`src/rtl/ps2_scan_receiver.sv`:
```
// PS/2 keyboard receiver: sync/deglitch, 11-bit framing with parity/stop/timeout checks, E0/F0 folding, event FIFO.
// Latency: stop-bit strobe N -> entry visible at N+2; backpressure via iReady, full FIFO drops the event and sets oOverflow.
module ps2_scan_receiver #(
   parameter int SYNC_STAGES    = 2,
   parameter int FILTER_LEN     = 4,
   parameter int TIMEOUT_CYCLES = 25000,
   parameter int FIFO_DEPTH     = 4
) (
   input  logic       Clock,
   input  logic       Reset,
   input  logic       iPS2_CLK,
   input  logic       iPS2_DATA,
   input  logic       iReady,
   output logic       oValid,
   output logic [7:0] oScanCode,
   output logic       oBreak,
   output logic       oExtended,
   output logic       oParityError,
   output logic       oFrameError,
   output logic       oOverflow,
   output logic       oBusy
);
   localparam int FCW = $clog2(FILTER_LEN + 1);
   localparam int TCW = $clog2(TIMEOUT_CYCLES + 1);
   localparam int PW  = $clog2(FIFO_DEPTH);

   typedef enum logic [1:0] {IDLE, SHIFT, CHECK} state_t;
   typedef struct packed {
      logic       ext;
      logic       brk;
      logic [7:0] code;
   } evt_t;

   logic [SYNC_STAGES-1:0] clk_sync_q, clk_sync_d, dat_sync_q, dat_sync_d;
   logic                   filt_q, filt_d, filt_prev_q, filt_prev_d;
   logic [FCW-1:0]         fcnt_q, fcnt_d;
   logic [TCW-1:0]         tcnt_q, tcnt_d;
   state_t                 state_q, state_d;
   logic [3:0]             bitcnt_q, bitcnt_d;
   logic [9:0]             shreg_q, shreg_d;
   logic                   ext_q, ext_d, brk_q, brk_d;
   logic                   perr_q, perr_d, ferr_q, ferr_d, ovf_q, ovf_d;
   evt_t                   mem_q [FIFO_DEPTH];
   evt_t                   mem_d [FIFO_DEPTH];
   logic [PW:0]            wptr_q, wptr_d, rptr_q, rptr_d;

   logic       clk_s, dat_s, stb, push, pop, empty, full;
   logic [PW:0] count;
   evt_t       head;

   assign clk_s = clk_sync_q[SYNC_STAGES-1];
   assign dat_s = dat_sync_q[SYNC_STAGES-1];
   assign stb   = filt_prev_q & ~filt_q;

   // Filtered level flips only after FILTER_LEN consecutive disagreeing samples.
   always_comb begin
      clk_sync_d  = {clk_sync_q[SYNC_STAGES-2:0], iPS2_CLK};
      dat_sync_d  = {dat_sync_q[SYNC_STAGES-2:0], iPS2_DATA};
      filt_d      = filt_q;
      filt_prev_d = filt_q;
      fcnt_d      = '0;
      if (clk_s != filt_q) begin
         if (fcnt_q == FCW'(FILTER_LEN - 1)) filt_d = clk_s;
         else                                fcnt_d = fcnt_q + 1'b1;
      end
   end

   always_comb begin
      state_d  = state_q;
      bitcnt_d = bitcnt_q;
      shreg_d  = shreg_q;
      ext_d    = ext_q;
      brk_d    = brk_q;
      perr_d   = 1'b0;
      ferr_d   = 1'b0;
      push     = 1'b0;
      tcnt_d   = '0;
      case (state_q)
         IDLE: begin
            if (stb && !dat_s) begin
               state_d  = SHIFT;
               bitcnt_d = '0;
            end
         end
         SHIFT: begin
            if (stb) begin
               shreg_d  = {dat_s, shreg_q[9:1]};
               bitcnt_d = bitcnt_q + 1'b1;
               if (bitcnt_q == 4'd9) state_d = CHECK;
            end else if (tcnt_q == TCW'(TIMEOUT_CYCLES - 1)) begin
               ferr_d  = 1'b1;
               ext_d   = 1'b0;
               brk_d   = 1'b0;
               state_d = IDLE;
            end else begin
               tcnt_d = tcnt_q + 1'b1;
            end
         end
         CHECK: begin
            state_d = IDLE;
            // shreg holds {stop, parity, data[7:0]}
            if (^shreg_q[8:0] == 1'b0) begin
               perr_d = 1'b1;
               ext_d  = 1'b0;
               brk_d  = 1'b0;
            end else if (!shreg_q[9]) begin
               ferr_d = 1'b1;
               ext_d  = 1'b0;
               brk_d  = 1'b0;
            end else if (shreg_q[7:0] == 8'hE0) begin
               ext_d = 1'b1;
            end else if (shreg_q[7:0] == 8'hF0) begin
               brk_d = 1'b1;
            end else begin
               push  = 1'b1;
               ext_d = 1'b0;
               brk_d = 1'b0;
            end
         end
         default: state_d = IDLE;
      endcase
   end

   assign count = wptr_q - rptr_q;
   assign empty = (count == '0);
   assign full  = (count == (PW+1)'(FIFO_DEPTH));
   assign pop   = !empty && iReady;

   // A full FIFO still accepts a push when the head leaves in the same cycle.
   always_comb begin
      mem_d  = mem_q;
      wptr_d = wptr_q;
      rptr_d = rptr_q;
      ovf_d  = ovf_q;
      if (pop) rptr_d = rptr_q + 1'b1;
      if (push) begin
         if (!full || pop) begin
            mem_d[wptr_q[PW-1:0]] = '{ext: ext_q, brk: brk_q, code: shreg_q[7:0]};
            wptr_d = wptr_q + 1'b1;
         end else begin
            ovf_d = 1'b1;
         end
      end
   end

   always_ff @(posedge Clock) begin
      if (Reset) begin
         clk_sync_q  <= '1;
         dat_sync_q  <= '1;
         filt_q      <= 1'b1;
         filt_prev_q <= 1'b1;
         fcnt_q      <= '0;
         tcnt_q      <= '0;
         state_q     <= IDLE;
         bitcnt_q    <= '0;
         shreg_q     <= '0;
         ext_q       <= 1'b0;
         brk_q       <= 1'b0;
         perr_q      <= 1'b0;
         ferr_q      <= 1'b0;
         ovf_q       <= 1'b0;
         wptr_q      <= '0;
         rptr_q      <= '0;
      end else begin
         clk_sync_q  <= clk_sync_d;
         dat_sync_q  <= dat_sync_d;
         filt_q      <= filt_d;
         filt_prev_q <= filt_prev_d;
         fcnt_q      <= fcnt_d;
         tcnt_q      <= tcnt_d;
         state_q     <= state_d;
         bitcnt_q    <= bitcnt_d;
         shreg_q     <= shreg_d;
         ext_q       <= ext_d;
         brk_q       <= brk_d;
         perr_q      <= perr_d;
         ferr_q      <= ferr_d;
         ovf_q       <= ovf_d;
         wptr_q      <= wptr_d;
         rptr_q      <= rptr_d;
      end
   end

   always_ff @(posedge Clock) begin
      mem_q <= mem_d;
   end

   assign head         = mem_q[rptr_q[PW-1:0]];
   assign oValid       = !empty;
   assign oScanCode    = empty ? 8'h00 : head.code;
   assign oBreak       = !empty && head.brk;
   assign oExtended    = !empty && head.ext;
   assign oParityError = perr_q;
   assign oFrameError  = ferr_q;
   assign oOverflow    = ovf_q;
   assign oBusy        = (state_q != IDLE);
endmodule

```
`config.mk`:
```
export PLATFORM = sky130hd
export DESIGN_NAME = ps2_scan_receiver
export DESIGN_NICKNAME = d
export VERILOG_FILES = /design/src/rtl/ps2_scan_receiver.sv
export SDC_FILE = /design/constraint.sdc
export NUM_CORES = 1
export LEC_CHECK = 0
export CORE_MARGIN = 4
export CORE_UTILIZATION = 64
export DETAILED_ROUTE_END_ITERATION = 7
export GPL_TIMING_DRIVEN = 0
export HOLD_SLACK_MARGIN = 0.03
export PLACE_DENSITY = 0.94
export REMOVE_ABC_BUFFERS = 1
export SLEW_MARGIN = 20
export SYNTH_ARGS = -nofsm -noshare
export SYNTH_HDL_FRONTEND = slang
export SYNTH_SLANG_ARGS = --single-unit
export TNS_END_PERCENT = 5
```
`constraint.sdc`:
```
create_clock -name Clock -period 5.5 [get_ports Clock]
set_clock_uncertainty 0.05 [all_clocks]
set_input_delay 1.1 -clock Clock [delete_from_list [all_inputs] [get_ports Clock]]
set_output_delay 1.1 -clock Clock [all_outputs]
set_load 0.05 [all_outputs]
```
==> summary.txt, run 1 <==
Worst setup path
  • Reg-to-reg slack, setup: 2.41 ns
  • Worst setup path class: reg -> out
  • Arrival time worst endpoint: 3.20 ns
  • CP Max Fanout: 13
  • Worst-path cell chain: ha_1 > nor2b_1 > xnor2_1 > nor2_1 > nor2b_1 > clkdlybuf4s50_1
  • Crit path max-delay cell type: dfxtp_1
  • Crit path buffers/inverters: 1
  • CP most frequent cell: nor2b_1
  • Worst reg2reg startpoint: shreg_q[0]$_SDFFE_PP0P_
  • Startpoint class of the critical path: register
  • R2R Path End: wptr_q[2]$_SDFFE_PP0P_
  • Setup crit end kind: output pin
  • Delay-heaviest family, CP: flip-flops
  • WP data required: 4.35 ns
  • Cells on worst reg2reg path: 7
  • Max incr delay on CP: 0.86 ns

Floorplanning
  • Site Rows: 28
  • Die X: 86.9 um
  • Die height: 86.9 um
  • Full die area: 7550 um2
  • Core region area: 5990 um2
  • Num ports: 20
  • Starting Density: 0.665

Place
  • GP Congestion: 0.796
  • Port buffer count: 19
  • Dpl hpwl: 4710 um
  • Pre-CTS setup slack: 1.42 ns

Global routing
  • Initial antenna violation count: 0
  • First-pass GRT wire length: 11500 um
  • Largest net degree at the start of global routing: 31
  • GRT overflow: 0
  • Total track usage: 0.199
  • Vias in the first global route: 2482

Route
  • Via Count: 2506
  • Total Wirelength: 6790 um
  • Post-route ant nets: 0
  • Initial DRT Pass Iterations: 5
  • Drt wl/cell: 15.5 um
  • Post-DR vias/cell: 5.71
  • Initial DRC count: 124
  • DRC Markers: 0

Clock tree
  • Worst skew pair latency: 0.36 ns
  • Post-CTS Resized: 0
  • CTS H-Tree Depth: 3
  • CTS tree: done
  • Setup bufs post-CTS: 0
  • TritonCTS Buffers: 9
  • Hold Buf Count CTS: 0
  • CTS root buffer: clkbuf_8
  • CTS sink cnt: 91
  • Clock Path Buffers: 2
  • Worst-path clk slew: 0.09 ns

Power
  • Leakage: 1.54 nW
  • Switching fraction of total power: 0.310
  • Pwr dens: 341 nW/um2
  • Maximum vdd drop: 0.261 mV
  • NetSw: 0.467 mW
  • Pint: 1.04 mW
  • Register share of total power: 0.481
  • Clk pwr share: 0.299
  • Gate power share: 0.220

Cells and area
  • Area Overhead vs Synth: 11.1%
  • Layout Nets: 384
  • Ant. Diodes: 0
  • Share of layout cells above drive strength 1: 0.113

Timing
  • Slew @ Worst Pin: 1.04 ns
  • Slew margin rel.: 0.302
  • Max Freq: 0.230 GHz
  • Final Cycle Share: 0.791
  • Final hold viol count: 0
  • Setup ws final: 1.15 ns
  • Minimum clock period: 4.35 ns
  • Setup TNS: 0 ns
  • RSZ-0062 raised after global routing: false
  • Final setup viols: 0
  • Max Slew Vio Count: 0

Min path
  • WHS Path Cells: 1
  • Hold Crit Class: reg -> reg
  • Hold Path Sink: clk_sync_q[1]$_SDFF_PP1_
  • Hold Startpoint: clk_sync_q[0]$_SDFF_PP1_

Run
  • Max Cap Viol: 0

Synthesis
  • Register bit total from synthesis: 91
  • Post-synth ARST share: 0
  • Main synth FF type: dfxtp_1
  • Cells after synthesis: 339
  • Synth unique cells: 52
  • Post-synthesis sequential area ratio: 0.558
  • Synth Warn #: 0
  • Mapped Avg Cell Area: 11.8 um2
  • Post-synth EDFFs: 40
  • Synthesized area: 3990 um2

Outcome
  • Status: complete, no violations
-- cells in the mapped netlist, types with 3 or more instances --
cell	number	area, um2
nand2_1	32	120
mux4_2	10	225
xor2_1	10	87.6
inv_1	20	75.1
edfxtp_1	40	1200
mux2i_1	3	30.0
and3_1	6	37.5
clkbuf_1	6	22.5
nand3_1	6	30.0
nor2_1	36	135
a21oi_1	11	55.1
and2_1	3	18.8
nand4_1	3	18.8
nor2b_1	14	87.6
or3_1	3	18.8
nor3_1	5	25.0
xnor2_1	12	105
or2_2	5	31.3
ha_1	20	250
o21ai_0	8	40.0
dfxtp_1	51	1020
-- worst max-delay path by stage --
stage	from	endpoint	slack (ns)	depth (start not counted)
final	rptr_q[0]$_SDFFE_PP0P_	oExtended	1.15	6
after global routing	rptr_q[0]$_SDFFE_PP0P_	oBreak	0.75	6
after CTS	rptr_q[0]$_SDFFE_PP0P_	oBreak	1.03	6
after floorplan	rptr_q[0]$_SDFFE_PP0P_	oBreak	2.17	5
after global placement	rptr_q[0]$_SDFFE_PP0P_	oBreak	1.49	6
after detailed placement	rptr_q[0]$_SDFFE_PP0P_	oBreak	1.42	6
-- routing by layer --
layer  up-vias  GRT usage  part of all wire
li1       1220          -                 -
met1      1211      0.236              0.41
met2        63      0.352              0.52
met3        12     0.0426             0.047
met4         0     0.0779             0.017
met5         -          0                 0
-- layout make-up --
cell class              instances  area [um2]
multi-input cells             218        1640
repair buffers                 19         190
clock buffers                   9         124
clock inverters                 7        76.3
fillers                       379        1570
flip-flops and latches         91        2220
inverters                      20        75.1
well taps                      75        93.8
-- state kept, by name, summed over array words and instances, names as in the netlist --
name          count
ext_q             1
filt_prev_q       1
clk_sync_q        2
tcnt_q           15
filt_prev_d       1
state_q           2
oFrameError       1
shreg_q          10
fcnt_q            3
wptr_q            3
oOverflow         1
bitcnt_q          4
oParityError      1
mem_q            40
brk_q             1
dat_sync_q        2
rptr_q            3
-- cell usage in the layout, fill, tap and decap left out, types with 9 or more instances in the layout --
master,synthesis,layout
a21oi_1,11,11
clkbuf_8,0,9
clkdlybuf4s50_1,0,19
dfxtp_1,51,51
edfxtp_1,40,40
ha_1,20,20
inv_1,20,20
mux4_2,10,10
nand2_1,32,32
nor2_1,36,36
nor2b_1,14,14
xnor2_1,12,12
xor2_1,10,10
-- cells by family (layout without fill, tap and decap cells) --
logic type,count (synthesis),after routing,share of synthesized area
AO/OA/AOI/OAI,32,32,0.0509
XOR/XNOR,24,24,0.0581
adder cells (fa/ha/maj),20,20,0.0628
buffers and inverters,30,55,0.0298
flip-flops,91,91,0.558
multiplexers,14,14,0.0669
AND/OR/NAND/NOR,128,128,0.174
-- per-stage QoR --
stage,power [mW],utilization,cells,area (um2),hold WS [ns]
6_report,1.51,0.739,439,4430,0.366
5_1_grt,1.57,0.739,439,4430,0.382
4_1_cts,1.52,0.739,439,4430,0.366
3_5_place_dp,1.08,0.705,423,4230,0.344
3_3_place_gp,1.07,0.705,423,4230,0.343
2_1_floorplan,0.975,-,329,3940,0.339
-- power groups by stage --
stage | Sequential [mW] | Combinational (mW) | Clock (mW)
after floorplan | 0.736 | 0.239 | 0
after global placement | 0.742 | 0.332 | 0
after detailed placement | 0.743 | 0.336 | 0
after CTS | 0.727 | 0.336 | 0.455
after global routing | 0.730 | 0.354 | 0.487
final | 0.726 | 0.332 | 0.451
Note: power is estimated with default switching activity, not from simulation.
==> run 2: changes to the inputs <==
--- a/config.mk
+++ b/config.mk
@@ -6,11 +6,11 @@
 export NUM_CORES = 1
 export LEC_CHECK = 0
 export CORE_MARGIN = 4
-export CORE_UTILIZATION = 64
+export CORE_UTILIZATION = 59
 export DETAILED_ROUTE_END_ITERATION = 7
 export GPL_TIMING_DRIVEN = 0
 export HOLD_SLACK_MARGIN = 0.03
-export PLACE_DENSITY = 0.94
+export PLACE_DENSITY = 0.88
 export REMOVE_ABC_BUFFERS = 1
 export SLEW_MARGIN = 20
 export SYNTH_ARGS = -nofsm -noshare
==> constraint.sdc (replaced) <==
create_clock -name Clock -period 4.29 [get_ports Clock]
set_clock_uncertainty 0.05 [all_clocks]
set_input_delay 0.858 -clock Clock [delete_from_list [all_inputs] [get_ports Clock]]
set_output_delay 0.858 -clock Clock [all_outputs]
set_load 0.05 [all_outputs]
==> run 2 against run 1 <==
Effect of this change: cell count is 0.46% higher; worst setup slack worse by 0.82 ns; global-route usage down 2.3 points; highest routed layer unchanged; critical path depth unchanged; largest power group unchanged; clock power is 47% higher.
==> summary.txt, run 2 (same netlist as run 1, synthesis figures left out) <==
Outcome
  • Status: complete, no violations

Worst setup path
  • WP data required: 3.38 ns (-0.97 ns)
  • Startpoint class of the critical path: register
  • Worst setup path class: reg -> out
  • CP Max Fanout: 13 (unchanged)
  • Arrival time worst endpoint: 3.05 ns (-0.15 ns)
  • Setup crit end kind: output pin

Route
  • Post-DR vias/cell: 5.55 (-2.7%)
  • Post-route ant nets: 0 (unchanged)
  • DRC Markers: 0 (unchanged)
  • Drt wl/cell: 15.2 um (-2.0%)
  • Initial DRT Pass Iterations: 4 (-1)
  • Initial DRC count: 108 (-13%)
  • Total Wirelength: 6680 um (-1.5%)
  • Via Count: 2449 (-2.3%)

Floorplanning
  • Die X: 90.2 um (+3.8%)
  • Site Rows: 29 (+3.6%)
  • Full die area: 8130 um2 (+7.7%)
  • Num ports: 20 (unchanged)
  • Die height: 90.2 um (+3.8%)
  • Core region area: 6460 um2 (+7.8%)
  • Starting Density: 0.617 (-0.0482)

Cells and area
  • Commonest non-fill, non-tap cell in the layout: dfxtp_1
  • Share of layout cells above drive strength 1: 0.115 (+0.00275)
  • Top reg by flops: mem_q
  • Area Overhead vs Synth: 12.2%
  • Fillers: 461 (+22%)
  • Most frequent cells in the layout: dfxtp_1 (51), edfxtp_1 (40), nor2_1 (35)
  • Ant. Diodes: 0 (unchanged)
  • Fin area: 4470 um2 (+0.99%)
  • Layout Nets: 384 (unchanged)
  • Max reg flops: 40 (unchanged)
  • Regs by FF count: mem_q (40), tcnt_q (15), shreg_q (10)

Timing
  • Min Hold Slack: 0.367 ns (+0.000469 ns)
  • Minimum clock period: 3.96 ns
  • RSZ-0062 raised after global routing: false
  • Slew margin rel.: 0.338 (+0.0368)
  • Setup ws final: 0.330 ns (-0.819 ns)
  • Final setup viols: 0 (unchanged)
  • Final hold viol count: 0 (unchanged)
  • Setup TNS: 0 ns (unchanged)
  • Slew @ Worst Pin: 0.989 ns (-0.0550 ns)
  • Final Cycle Share: 0.923
  • Max Slew Vio Count: 0 (unchanged)
  • Max Freq: 0.252 GHz

Run
  • Max Cap Viol: 0 (unchanged)

Place
  • GP Congestion: 0.759 (-4.6%)
  • Dpl hpwl: 4500 um (-4.5%)
  • Area after DPL: 4230 um2 (about the same)
  • Pre-CTS setup slack: 0.409 ns (-1.01 ns)
  • Port buffer count: 19 (unchanged)

Clock tree
  • CTS H-Tree Depth: 3 (unchanged)
  • CTS root buffer: clkbuf_8
  • Worst-path clk slew: 0.08 ns (about the same)
  • CTS sink cnt: 91 (unchanged)
  • Clock Path Buffers: 2 (unchanged)
  • Worst skew pair latency: 0.35 ns (about the same)
  • Hold Buf Count CTS: 0 (unchanged)
  • TritonCTS Buffers: 9 (unchanged)
  • CTS tree: done

Min path
  • Hold Crit Class: reg -> reg

Global routing
  • Vias in the first global route: 2461 (-0.85%)
  • Largest net degree at the start of global routing: 31 (unchanged)
  • Initial antenna violation count: 0 (unchanged)
  • GRT overflow: 0 (unchanged)
  • First-pass GRT wire length: 11400 um (-0.95%)
  • Total track usage: 0.176 (-0.0234)

Power
  • Maximum vdd drop: 0.393 mV (+50%)
  • Leakage: 1.56 nW (+1.6%)
  • Pwr dens: 444 nW/um2 (+30%)
  • Total Power: 1.98 mW (+31%)
[run 2: metal layers]
layer  wire length [um]  vias up  GRT usage
met5                  0        -          0
met1               2710     1187      0.193
met3                224       10     0.0526
met4                 89        0     0.0651
met2               3660       32      0.319
li1                   -     1220          -
[run 2: worst paths after layout]
| kind | from | endpoint | slack, ns | depth (start not counted) |
|---|---|---|---|---|
| worst max register to register | shreg_q[1]$_SDFFE_PP0P_ | wptr_q[2]$_SDFFE_PP0P_ | 1.18 | 7 |
| worst min register to register | clk_sync_q[0]$_SDFF_PP1_ | clk_sync_q[1]$_SDFF_PP1_ | 0.37 | 1 |
| worst max-delay path | rptr_q[0]$_SDFFE_PP0P_ | oBreak | 0.33 | 6 |
| worst min-delay path | clk_sync_q[0]$_SDFF_PP1_ | clk_sync_q[1]$_SDFF_PP1_ | 0.37 | 1 |
[run 2: cell type report]
class                   instances  area, um2  area share
repair buffers                 19        190      0.0426
clock buffers                   9        124      0.0277
flip-flops and latches         91       2220       0.497
multi-input cells             218       1650       0.368
clock inverters                 7        115      0.0258
inverters                      20       75.1      0.0168
well taps                      77       96.3      0.0216
[run 2: metrics by stage]
| stage | util | std cells |
|---|---|---|
| finish | 0.692 | 441 |
| detailed placement | 0.655 | 425 |
| floorplan | - | 329 |
| global placement | 0.655 | 425 |
| global route | 0.692 | 441 |
| CTS | 0.692 | 441 |
[run 2: timing repair]
item | in CTS | in global routing
resized for setup | 1 | 0
endpoints found under the setup margin | 4 | 0
buffers inserted | 0 | 0
[run 2: power breakdown]
part	internal, mW	switching [mW]	total [mW]	leakage (nW)
clock network	0.385	0.280	0.665	0.113
logic	0.148	0.240	0.389	0.665
registers	0.902	0.0282	0.930	0.782
[run 2: worst max-delay path, cell delays in order (launching register included)]
cell	delay [ns]
dfxtp_1	0.86
ha_1	0.29
nor2b_1	0.16
xnor2_1	0.11
nor2_2	0.42
nor2b_1	0.11
clkdlybuf4s50_1	0.73
